### src/rtl/keypad_scan_ctrl.sv
// keypad_scan_ctrl
//   Row-scanning controller for a 4x4 DTMF keypad. One row is driven low at a
//   time and the synchronized columns are sampled at the end of each row dwell.
//   Presses and releases are debounced before they are accepted. The result is
//   a single 5-bit word for a PIO in_port, so software only has to poll one
//   register.
//
// Optional build macro: KEYPAD_IRQ_EN adds a sticky irq output with an ack input.
//
// Ports
//   clk        system clock
//   reset_n    asynchronous active-low reset
//   col_in     keypad columns, active-low, asynchronous (external pull-ups)
//   row_out    row drive, active-low, exactly one row low
//   key_code   [4] key held, [3:0] code of last accepted key
//   key_event  one-clock pulse per accepted press
//   irq_ack    (KEYPAD_IRQ_EN) clears irq
//   irq        (KEYPAD_IRQ_EN) set by key_event, held until irq_ack
module keypad_scan_ctrl #(
    parameter int SCAN_DIV     = 1000,
    parameter int DEBOUNCE_CNT = 50000
) (
    input  logic       clk,
    input  logic       reset_n,
    input  logic [3:0] col_in,
    output logic [3:0] row_out,
    output logic [4:0] key_code,
`ifdef KEYPAD_IRQ_EN
    output logic       key_event,
    input  logic       irq_ack,
    output logic       irq
`else
    output logic       key_event
`endif
);

    localparam int DW = $clog2(SCAN_DIV + 1);
    localparam int SW = $clog2(DEBOUNCE_CNT + 1);
    localparam logic [DW-1:0] DWELL_LAST = DW'(SCAN_DIV - 1);
    localparam logic [SW-1:0] STAB_LAST  = SW'(DEBOUNCE_CNT - 1);

    typedef enum logic [1:0] {SCAN, DEBOUNCE_P, HELD} state_t;

    state_t        state, state_nxt;
    logic [3:0]    col_m, col_s;
    logic [1:0]    row_idx;
    logic [DW-1:0] dwell;
    logic [SW-1:0] stab;
    logic [3:0]    cand_pat;
    logic [3:0]    cand_code;

    logic sample_pt, stab_last, col_idle, match;
    logic accept, release_ok, row_adv, latch_cand;

    // Lowest low column wins when several columns are pulled down together.
    function automatic logic [1:0] col_sel(input logic [3:0] c);
        if (!c[0])      return 2'd0;
        else if (!c[1]) return 2'd1;
        else if (!c[2]) return 2'd2;
        else            return 2'd3;
    endfunction

    // row0 = 1 2 3 A, row1 = 4 5 6 B, row2 = 7 8 9 C, row3 = * 0 # D
    function automatic logic [3:0] key_lut(input logic [1:0] r, input logic [1:0] c);
        case ({r, c})
            4'h0: return 4'h1;  4'h1: return 4'h2;  4'h2: return 4'h3;  4'h3: return 4'hA;
            4'h4: return 4'h4;  4'h5: return 4'h5;  4'h6: return 4'h6;  4'h7: return 4'hB;
            4'h8: return 4'h7;  4'h9: return 4'h8;  4'hA: return 4'h9;  4'hB: return 4'hC;
            4'hC: return 4'hE;  4'hD: return 4'h0;  4'hE: return 4'hF;  default: return 4'hD;
        endcase
    endfunction

    // Two-flop synchronizer; idles high to match the pull-ups.
    always_ff @(posedge clk or negedge reset_n) begin
        if (!reset_n) begin
            col_m <= 4'hF;
            col_s <= 4'hF;
        end else begin
            col_m <= col_in;
            col_s <= col_m;
        end
    end

    assign sample_pt = (dwell == DWELL_LAST);
    assign stab_last = (stab == STAB_LAST);
    assign col_idle  = (col_s == 4'hF);
    assign match     = (col_s == cand_pat);

    // FSM: state register
    always_ff @(posedge clk or negedge reset_n) begin
        if (!reset_n) state <= SCAN;
        else          state <= state_nxt;
    end

    // FSM: next state
    always_comb begin
        state_nxt = state;
        case (state)
            SCAN:       if (sample_pt && !col_idle) state_nxt = DEBOUNCE_P;
            DEBOUNCE_P: if (!match)                 state_nxt = SCAN;
                        else if (stab_last)         state_nxt = HELD;
            HELD:       if (col_idle && stab_last)  state_nxt = SCAN;
            default:                                state_nxt = SCAN;
        endcase
    end

    // FSM: outputs and datapath strobes
    always_comb begin
        latch_cand = (state == SCAN) && sample_pt && !col_idle;
        accept     = (state == DEBOUNCE_P) && match && stab_last;
        release_ok = (state == HELD) && col_idle && stab_last;
        // Leaving a row for any reason moves the scan on to the next row.
        row_adv    = ((state == SCAN) && sample_pt && col_idle) ||
                     ((state == DEBOUNCE_P) && !match) ||
                     release_ok;
        row_out    = ~(4'b0001 << row_idx);
    end

    always_ff @(posedge clk or negedge reset_n) begin
        if (!reset_n) begin
            row_idx   <= 2'd0;
            dwell     <= '0;
            stab      <= '0;
            cand_pat  <= 4'hF;
            cand_code <= 4'h0;
            key_code  <= 5'h00;
            key_event <= 1'b0;
        end else begin
            if (row_adv) row_idx <= row_idx + 2'd1;

            if (state == SCAN && !sample_pt) dwell <= dwell + 1'b1;
            else                             dwell <= '0;

            // Stability counter: in DEBOUNCE_P it counts matching clocks, in
            // HELD it counts idle clocks and restarts on any low column.
            case (state)
                DEBOUNCE_P: stab <= (!match || stab_last) ? '0 : stab + 1'b1;
                HELD:       stab <= (!col_idle || stab_last) ? '0 : stab + 1'b1;
                default:    stab <= '0;
            endcase

            if (latch_cand) begin
                cand_pat  <= col_s;
                cand_code <= key_lut(row_idx, col_sel(col_s));
            end

            if (accept)          key_code    <= {1'b1, cand_code};
            else if (release_ok) key_code[4] <= 1'b0;

            key_event <= accept;
        end
    end

`ifdef KEYPAD_IRQ_EN
    // Set has priority over a coincident ack so no press is lost.
    always_ff @(posedge clk or negedge reset_n) begin
        if (!reset_n)       irq <= 1'b0;
        else if (key_event) irq <= 1'b1;
        else if (irq_ack)   irq <= 1'b0;
    end
`endif

endmodule

### config.mk
export PLATFORM = sky130hd
export DESIGN_NAME = keypad_scan_ctrl
export DESIGN_NICKNAME = d
export VERILOG_FILES = /design/src/rtl/keypad_scan_ctrl.sv
export SDC_FILE = /design/constraint.sdc
export NUM_CORES = 1
export LEC_CHECK = 0
export CAP_MARGIN = 25
export CORE_AREA = 2 2 89 91
export CTS_CLUSTER_SIZE = 25
export DETAILED_ROUTE_END_ITERATION = 8
export DIE_AREA = 0 0 91 93
export PLACE_DENSITY_LB_ADDON = 0.3
export SYNTH_ARGS = -nofsm -noshare
export SYNTH_HDL_FRONTEND = slang
export SYNTH_SLANG_ARGS = --single-unit
### constraint.sdc
create_clock -name clk -period 2.2 [get_ports clk]
set_clock_uncertainty 0.2 [all_clocks]
set_input_delay 0.44 -clock clk [delete_from_list [all_inputs] [get_ports clk]]
set_output_delay 0.44 -clock clk [all_outputs]
set_load 0.02 [all_outputs]
# ---- Word level (Yosys, flattened, before mapping)
# Memory sizes are Yosys's and may differ from the RTL's. A register that Yosys moved wholly into a read port is not among the register bits.
# Index checks and enable logic that the tools add are counted.
dict set report totals {
  rom_bits 64
  n_memories 1
  output_inout_bits 10
  inputBits 6
  ff_bits 48
}
dict set report op_classes {
  n_reduce_logical 22
  add_sub_neg 3
  n_eq_ne 9
  n_shift 1
  mux 15
  bitwise 1
}
# name depth width read_ports rd_ports_with_merged_regs write_ports line
set mem_list {}
lappend mem_list {{(no name shown)} 16 4 1 1 0 65} ;# case ({r, c})
# operator count
set op_table {}
lappend op_table {{2-to-1 mux 16 bit} 2}
lappend op_table {{one-hot mux 16 bit (2 select lines)} 1}
lappend op_table {{adder 16 x 1 -> 16 bit, second input constant} 1}
lappend op_table {{equality test 16 bit, second input constant} 1}
lappend op_table {{2-to-1 mux 2 bit} 7}
lappend op_table {{logical AND 1 bit} 11}
lappend op_table {{adder 10 x 1 -> 10 bit, second input constant} 1}
lappend op_table {{equality test 10 bit, second input constant} 1}
lappend op_table {{2-to-1 mux 10 bit} 1}
lappend op_table {{one-hot mux 2 bit (3 select lines)} 1}
lappend op_table {{equality test 4 bit} 1}
lappend op_table {{equality test 4 bit, second input constant} 1}
lappend op_table {{logical NOT 1 bit} 4}
lappend op_table {{logical OR 1 bit} 4}
lappend op_table {{inequality test 2 bit, second input constant} 2}
lappend op_table {{inverter 4 bit} 1}
lappend op_table {{<< shifter 1 x 2 -> 4 bit, first input constant} 1}
lappend op_table {{2-to-1 mux 1 bit} 3}
lappend op_table {{inequality test 3 bit, second input constant} 1}
lappend op_table {{AND reduction 3 bit} 1}
lappend op_table {{adder 2 x 1 -> 2 bit, second input constant} 1}
lappend op_table {{equality test 2 x 1 -> 1 bit, second input constant} 1}
lappend op_table {{equality test 2 bit, second input constant} 1}
lappend op_table {{logical NOT 2 bit} 1}
lappend op_table {{nonzero test 2 bit} 1}

# ---- Depth between registers and ports, before layout
# Gate-level depths: netlist of run 1.
dict set report logic_depth {
  word_depth 5
  ltp_mapped 8
  mapped_depth_nobuf 7
}

# ---- Worst setup path after synthesis of run 1
# Ideal clock, no wire load.
dict set report synth_timing {
  path_type {flip-flop to flip-flop}
  startpoint {register state[0]}
  endpoint {register row_idx[1]}
  path_slack_ns -0.001
  arrival_ns 1.876
  t_required_ns 1.875
  stages_incl_launch_ff 7
  synth_period_minus_slack_ns 2.201
  cell_sequence {dfrtp_1 > inv_1 > ha_1 > inv_1 > or4_1 > o211ai_1 > mux2_2}
}
dict set report synth_via {
  elab_chain_cells 5
  word_cells_on_any_way 10
  cone_classes {eq/ne (2); reduce/logical (8)}
}
# element line
set synth_rtl {}
lappend synth_rtl {{start: declaration} 44} ;# state_t state, state_nxt;
lappend synth_rtl {{start signal: assignment} 92} ;# else state <= state_nxt;
lappend synth_rtl {{logical NOT 2 bit} 113} ;# row_adv = ((state == SCAN) && sample_pt && col_idle) ||
lappend synth_rtl {{logical AND 1 bit (2 in a row)} 113}
lappend synth_rtl {{logical OR 1 bit} 113}
lappend synth_rtl {{logical OR 1 bit (*)} 114} ;# ((state == DEBOUNCE_P) && !match) ||
lappend synth_rtl {{end signal: assignment} 129} ;# if (row_adv) row_idx <= row_idx + 2'd1;
lappend synth_rtl {{end: declaration} 46} ;# logic [1:0] row_idx;
# Mark *: on every way between the ends. The rest lies on a longest branch, timed or not.
# A chain may end at the register's enable or synchronous reset.

# ---- Worst setup path after layout of run 1
dict set report layout_timing {
  startpoint {register dwell[0]}
  endpoint {register state[1]}
}
dict set report layout_via {
  elab_chain_cells 4
}
# element line
set layout_rtl {}
lappend layout_rtl {{start: declaration} 47} ;# logic [DW-1:0] dwell;
lappend layout_rtl {{start signal: assignment} 131} ;# if (state == SCAN && !sample_pt) dwell <= dwell + 1'b1;
lappend layout_rtl {{equality test 10 bit} 84} ;# assign sample_pt = (dwell == DWELL_LAST);
lappend layout_rtl {{logical AND 1 bit} 99} ;# SCAN: if (sample_pt && !col_idle) state_nxt = DEBOUNCE_P;
lappend layout_rtl {{inequality test 2 bit (no source line)} n/a}
lappend layout_rtl {{AND reduction 3 bit (no source line)} n/a}
# Every way passes these cells.

==> summary.txt, run 1 <==
Placed wire-length estimate: 3.28 mm
CP Capture Type: flop
Clock-pin slew on the worst setup and hold paths: 0.11 ns
I/O pin count: 16
Synthesized flop and latch total: 52
Slew Limit Fails: 0
Hold path depth: 0
Hold endpoint: col_s[2]$_DFF_PN1_
Most used DFF post-synth: dfrtp_1
Commonest non-fill, non-tap cell in the layout: dfrtp_1
Layout cells sized above 1: 0.221
Syn_area_per_cell: 10.4 um2
Post-DRT Antenna Nets: 0
CTS root buf: clkbuf_8
Hold slack: 0.163 ns
Period utilisation layout: 0.986
Hold wc startpoint: col_m[2]$_DFF_PN1_
Vias in the first global route: 1,735
Core Region: 7530 um2
Worst EP required: 2.25 ns
Leakage: 1.35 nW
Mapped cell area: 2580 um2
Slew @ Worst Pin: 0.289 ns
Tmin final: 2.17 ns
PD cells: 520 nW/um2
Capture point of the worst reg-to-reg path: state[1]$_DFFE_PN0P_
Port-buffer cells: 15
Number of diodes: 0
Pint: 1.23 mW
Via count of the routed design: 1,798
Post-Syn Instances: 249
Crit Path Max Fanout: 3
Switching Share: 0.244
FMAX: 0.461 GHz
Post-synthesis cell type count: 38
Worst-case reg-to-reg path depth: 6
Crit Path Category: flop to flop
Top cell type's share of synthesized area: 0.388
Asr flop ratio synth: 1.00
Combinational share of power: 0.037
DRC: 0
Area Growth Syn to Fin: 21.8%
Largest net degree at the start of global routing: 53
Unrepaired setup endpoints after global routing: yes
All-layer global routing usage: 0.117
WL/cell: 12.0 um
Synth Net Count: 269
DR vias/cell: 4.59
Most frequent cells in the layout: 40 x dfrtp_1, 37 x nor2_1, 22 x buf_4
Cell Rows: 32
Synth top area cells: dfrtp_1 39%, dfstp_2 12%, ha_1 6.8%
Hold WC Path Type: flop to flop
DRT iter0 DRCs: 69
NetSw: 0.399 mW
Max cap viols: 0
Worst VDD drop: 0.227 mV
Clock Sinks: 52
Total CTS buffers: 5
WP data arrival: 2.22 ns
CTS tree: built
TritonRoute pass-1 iters: 4
Drt total wl: 4.70 mm
Seq/Total Area, Yosys: 0.511
Clock buffer depth: 2
Post-Place Cells: 379
Flop pwr share: 0.597
Reg-to-reg slack, setup: 0.03 ns
Slew HR: 0.805
Final Net Count: 309
Reg2reg start: dwell[0]$_DFF_PN0_
Initial Utilization: 0.342
Status: finished, final reports clean
Final Setup Violations: 0
Die X: 91 um
Die area: 8460 um2
Post-Layout Cell Count: 392
Final Util: 0.417
Number of enable flip-flop cells after synthesis: 0
Antenna violations before repair: 0
Clock power frac: 0.366
H-tree depth: 2
Final Hold Vio Count: 0
First-pass GRT wire length: 8.06 mm
Die Ht: 93 um
Gpl congestion: 0.774
Grt total ovfl: 0
Setup_tns: 0 ns
Total power draw: 1.63 mW
Synth area leader: dfrtp_1
Crit path launch type: flop
Synth Warn #: 0
Worst skew pair latency: 0.32 ns
[logic make-up after synthesis]
logic type,share of synthesized area
AO/OA/AOI/OAI,0.0583
AND/OR/NAND/NOR,0.202
multiplexers,0.0384
buffers and inverters,0.0311
XOR/XNOR,0.0917
adder cells (fa/ha/maj),0.0680
flip-flops,0.511
[layout make-up]
type	count	area, um2
Sequential cell	52	1320
Tap cell	102	128
Timing Repair Buffer	39	335
Clock inverter	3	28.8
Fill cell	771	4390
Inverter	15	56.3
Clock buffer	5	68.8
Multi-Input combinational cell	176	1210
[worst max path at each step]
stage,startpoint,end,slack [ns],depth (start not counted)
6_report,dwell[0]$_DFF_PN0_,state[1]$_DFFE_PN0P_,0.03,6
5_1_grt,dwell[0]$_DFF_PN0_,state[1]$_DFFE_PN0P_,-0.05,6
4_1_cts,state[1]$_DFFE_PN0P_,row_idx[1]$_DFFE_PN0P_,0.004,6
3_5_place_dp,state[1]$_DFFE_PN0P_,cand_code[1]$_DFFE_PN0P_,-0.05,7
3_3_place_gp,state[1]$_DFFE_PN0P_,row_idx[1]$_DFFE_PN0P_,0.002,6
2_1_floorplan,state[0]$_DFFE_PN0P_,row_idx[1]$_DFFE_PN0P_,0.002,6
[flip-flops by register name, indices dropped and copies added (netlist names)]
name and count:
key_event 1, key_code 5, col_s 4, col_m 4
stab 16, cand_code 4, dwell 10, row_idx 2
state 2, cand_pat 4
[Yosys cell counts, drive strengths merged, types with 4 or more instances]
cell type	count
mux2	7
nand4	6
ha	14
o21ai	6
xnor2	14
inv	15
nor3	6
nand2	21
dfstp	12
xor2	13
o211ai	4
nand3	11
dfrtp	40
a21oi	4
clkbuf	5
nor2	37
a211oi	4
[per-stage QoR]
stage               worst slack, ns  area (um2)
floorplan                   0.00166        2580
global placement            0.00248        2980
detailed placement          -0.0514        2980
CTS                         0.00447        3100
global route                -0.0494        3140
finish                       0.0297        3140
[what timing repair did]
item                                    CTS  global route
pin swaps                                 1             4
gates resized for setup                   5             8
setup buffers                             1             3
endpoints found under the setup margin    8            22
endpoints found under the hold margin    40             0
hold buffers                              1             0
cloned                                    0             0
[power groups by stage]
stage | Combinational [mW] | Sequential (mW) | Clock (mW)
2_1_floorplan | 0.0178 | 0.992 | 0
3_5_place_dp | 0.0593 | 0.993 | 0
3_3_place_gp | 0.0582 | 0.993 | 0
6_report | 0.0598 | 0.975 | 0.599
4_1_cts | 0.0610 | 0.976 | 0.621
5_1_grt | 0.0686 | 0.977 | 0.658
[worst max-delay path, stage by stage, from the launching register on]
cell and delay, ns:
dfrtp_1 0.39, ha_2 0.20, nand2_2 0.07, or4_4 0.50, o21a_1 0.23, or3b_1 0.37
a21oi_2 0.13
[metal layers]
metal / routed length (um) / GRT usage / vias to the layer above
li1: - / - / 917
met5: 0 / 0 / -
met3: 97 / 0.0266 / 8
met2: 2270 / 0.188 / 13
met4: 77 / 0.0417 / 0
met1: 2260 / 0.156 / 860
No activity file was read; power rests on OpenSTA's default activity.
==> inputs of run 2 (changes only) <==
--- a/config.mk
+++ b/config.mk
@@ -7,6 +7,7 @@
 export LEC_CHECK = 0
 export CAP_MARGIN = 25
 export CORE_AREA = 2 2 89 91
+export CTS_CLUSTER_DIAMETER = 80
 export CTS_CLUSTER_SIZE = 25
 export DETAILED_ROUTE_END_ITERATION = 8
 export DIE_AREA = 0 0 91 93
==> results of run 2 <==
Final layout, timing and power as in run 1 (identical DEF).
==> inputs of run 3 (changes only) <==
--- a/config.mk
+++ b/config.mk
@@ -6,11 +6,11 @@
 export NUM_CORES = 1
 export LEC_CHECK = 0
 export CAP_MARGIN = 25
-export CORE_AREA = 2 2 89 91
+export CORE_AREA = 2 2 73 75
 export CTS_CLUSTER_DIAMETER = 80
 export CTS_CLUSTER_SIZE = 25
 export DETAILED_ROUTE_END_ITERATION = 8
-export DIE_AREA = 0 0 91 93
+export DIE_AREA = 0 0 75 77
 export PLACE_DENSITY_LB_ADDON = 0.3
 export SYNTH_ARGS = -nofsm -noshare
 export SYNTH_HDL_FRONTEND = slang
==> summary.txt, run 3 (synthesis results as in run 1) <==
Via count of the routed design: 1,815 (+0.95%)
Worst VDD drop: 0.380 mV (+67%)
Biggest register: stab
Antenna violations before repair: 0 (unchanged)
WL met2: 2.23 mm (-1.8%)
Leakage: 1.36 nW (+0.85%)
Post-Place Cells: 346 (-8.7%)
Crit Path Category: flop to flop
Vias in the first global route: 1,756 (+1.2%)
Area Growth Syn to Fin: 20.5%
Die Ht: 77 um (-17%)
Initial Utilization: 0.518 (+0.175)
Grt total ovfl: 0 (unchanged)
Clock buffer depth: 2 (unchanged)
Routed wl met3: 145 um (+49%)
FMAX: 0.458 GHz (-0.67%)
Total CTS buffers: 5 (unchanged)
Largest register FFs: 16 (unchanged)
Number of diodes: 0 (unchanged)
Core Region: 4980 um2 (-34%)
All-layer global routing usage: 0.170 (+0.0533)
DR vias/cell: 5.06 (+10%)
Unrepaired setup endpoints after global routing: yes
Fin area: 3110 um2 (-1.0%)
Final Net Count: 308 (-0.32%)
Clock-pin slew on the worst setup and hold paths: 0.09 ns (-0.02 ns)
Final Hold Vio Count: 0 (unchanged)
I/O pin count: 16 (unchanged)
CP Capture Type: flop
Die area: 5780 um2 (-32%)
Top routing layer in use: met4
WL/cell: 12.6 um (+5.2%)
PD cells: 506 nW/um2 (-2.9%)
Final Setup Violations: 0 (unchanged)
Die X: 75 um (-18%)
TritonRoute pass-1 iters: 4 (unchanged)
DRC: 0 (unchanged)
Largest regs: stab (16), dwell (10), key_code (5)
Status: finished, final reports clean
Crit path launch type: flop
CTS tree: built
Slew Limit Fails: 0 (unchanged)
Tmin final: 2.18 ns (+0.0145 ns)
Crit Path Max Fanout: 5 (+2)
Commonest non-fill, non-tap cell in the layout: dfrtp_1
Post-Layout Cell Count: 359 (-8.4%)
Clock Sinks: 52 (unchanged)
Layout cells sized above 1: 0.225 (+0.00422)
Drt total wl: 4.53 mm (-3.6%)
Gpl congestion: 0.828 (+6.9%)
Placed cell area: 2940 um2 (-1.6%)
Cell Rows: 26 (-19%)
WP data arrival: 2.16 ns (-0.06 ns)
Placed wire-length estimate: 3.36 mm (+2.4%)
Largest net degree at the start of global routing: 25 (-53%)
DRT iter0 DRCs: 96 (+39%)
First-pass GRT wire length: 7.78 mm (-3.4%)
Most frequent cells in the layout: 40 x dfrtp_1, 37 x nor2_1, 21 x buf_4
H-tree depth: 2 (unchanged)
Wl on met1: 2.10 mm (-7.0%)
Port-buffer cells: 15 (unchanged)
Period utilisation layout: 0.993 (+0.00661)
Worst EP required: 2.18 ns (-0.07 ns)
Hold WC Path Type: flop to flop
Slew HR: 0.634 (-0.171)
CTS root buf: clkbuf_8
Max cap viols: 0 (unchanged)
Post-DRT Antenna Nets: 0 (unchanged)
Slew @ Worst Pin: 0.549 ns (+0.260 ns)
Worst skew pair latency: 0.29 ns (-0.03 ns)
-- run 3: layout make-up --
class	count	area (um2)
clock inverter	2	10.0
clock buffer	6	82.6
sequential	52	1320
multi-input combinational	176	1220
timing repair buffer	38	332
fill	400	1870
inverter	15	56.3
tap	70	87.6
-- run 3: per-layer routing --
metal / up-vias / GRT usage
met5: - / 0
met3: 7 / 0.0276
met4: 0 / 0.0375
met1: 864 / 0.231
li1: 912 / -
met2: 32 / 0.283
-- run 3: metrics by stage --
stage          TNS (ns)  worst slack, ns  power (mW)  hold WS [ns]  utilization
2_1_floorplan         0          0.00166        1.01       -0.0556            -
3_3_place_gp    -0.0426          -0.0186        1.05         0.145        0.590
3_5_place_dp     -0.384           -0.103        1.05         0.147        0.590
4_1_cts               0           0.0133        1.59         0.160        0.616
5_1_grt          -0.115          -0.0822        1.64         0.165        0.624
6_report              0           0.0152        1.57         0.157        0.624
-- run 3: worst paths after layout --
check | slack, ns | end | startpoint | cells after the start
setup / recovery | 0.02 | row_idx[1]$_DFFE_PN0P_ | state[1]$_DFFE_PN0P_ | 6
hold / removal | 0.16 | col_s[0]$_DFF_PN1_ | col_m[0]$_DFF_PN1_ | 0
setup reg to reg | 0.02 | row_idx[1]$_DFFE_PN0P_ | state[1]$_DFFE_PN0P_ | 6
hold reg to reg | 0.16 | col_s[0]$_DFF_PN1_ | col_m[0]$_DFF_PN1_ | 0
max in group asynchronous | 0.83 | dwell[3]$_DFF_PN0_ | reset_n | 3
min in group asynchronous | 0.47 | key_code[4]$_DFFE_PN0P_ | reset_n | 2
-- run 3: power breakdown --
part	internal [mW]	switching, mW	leakage (nW)
Clock	0.251	0.285	0.0510
Combinational	0.0232	0.0361	0.639
Sequential	0.969	0.00626	0.670
-- run 3: what timing repair did --
item | 4_1_cts | 5_1_grt
pin swaps | 1 | 6
setup buffers | 2 | 2
gates resized for setup | 7 | 9
cloned | 0 | 0
hold buffers | 1 | 0
hold endpoints to repair | 10 | 0
setup endpoints to repair | 10 | 13
-- run 3: worst max-delay path, stage by stage (launching register included) --
cell	delay, ns
dfrtp_1	0.40
inv_2	0.08
ha_4	0.15
inv_1	0.05
or4_4	0.54
o211ai_1	0.27
mux2_2	0.38
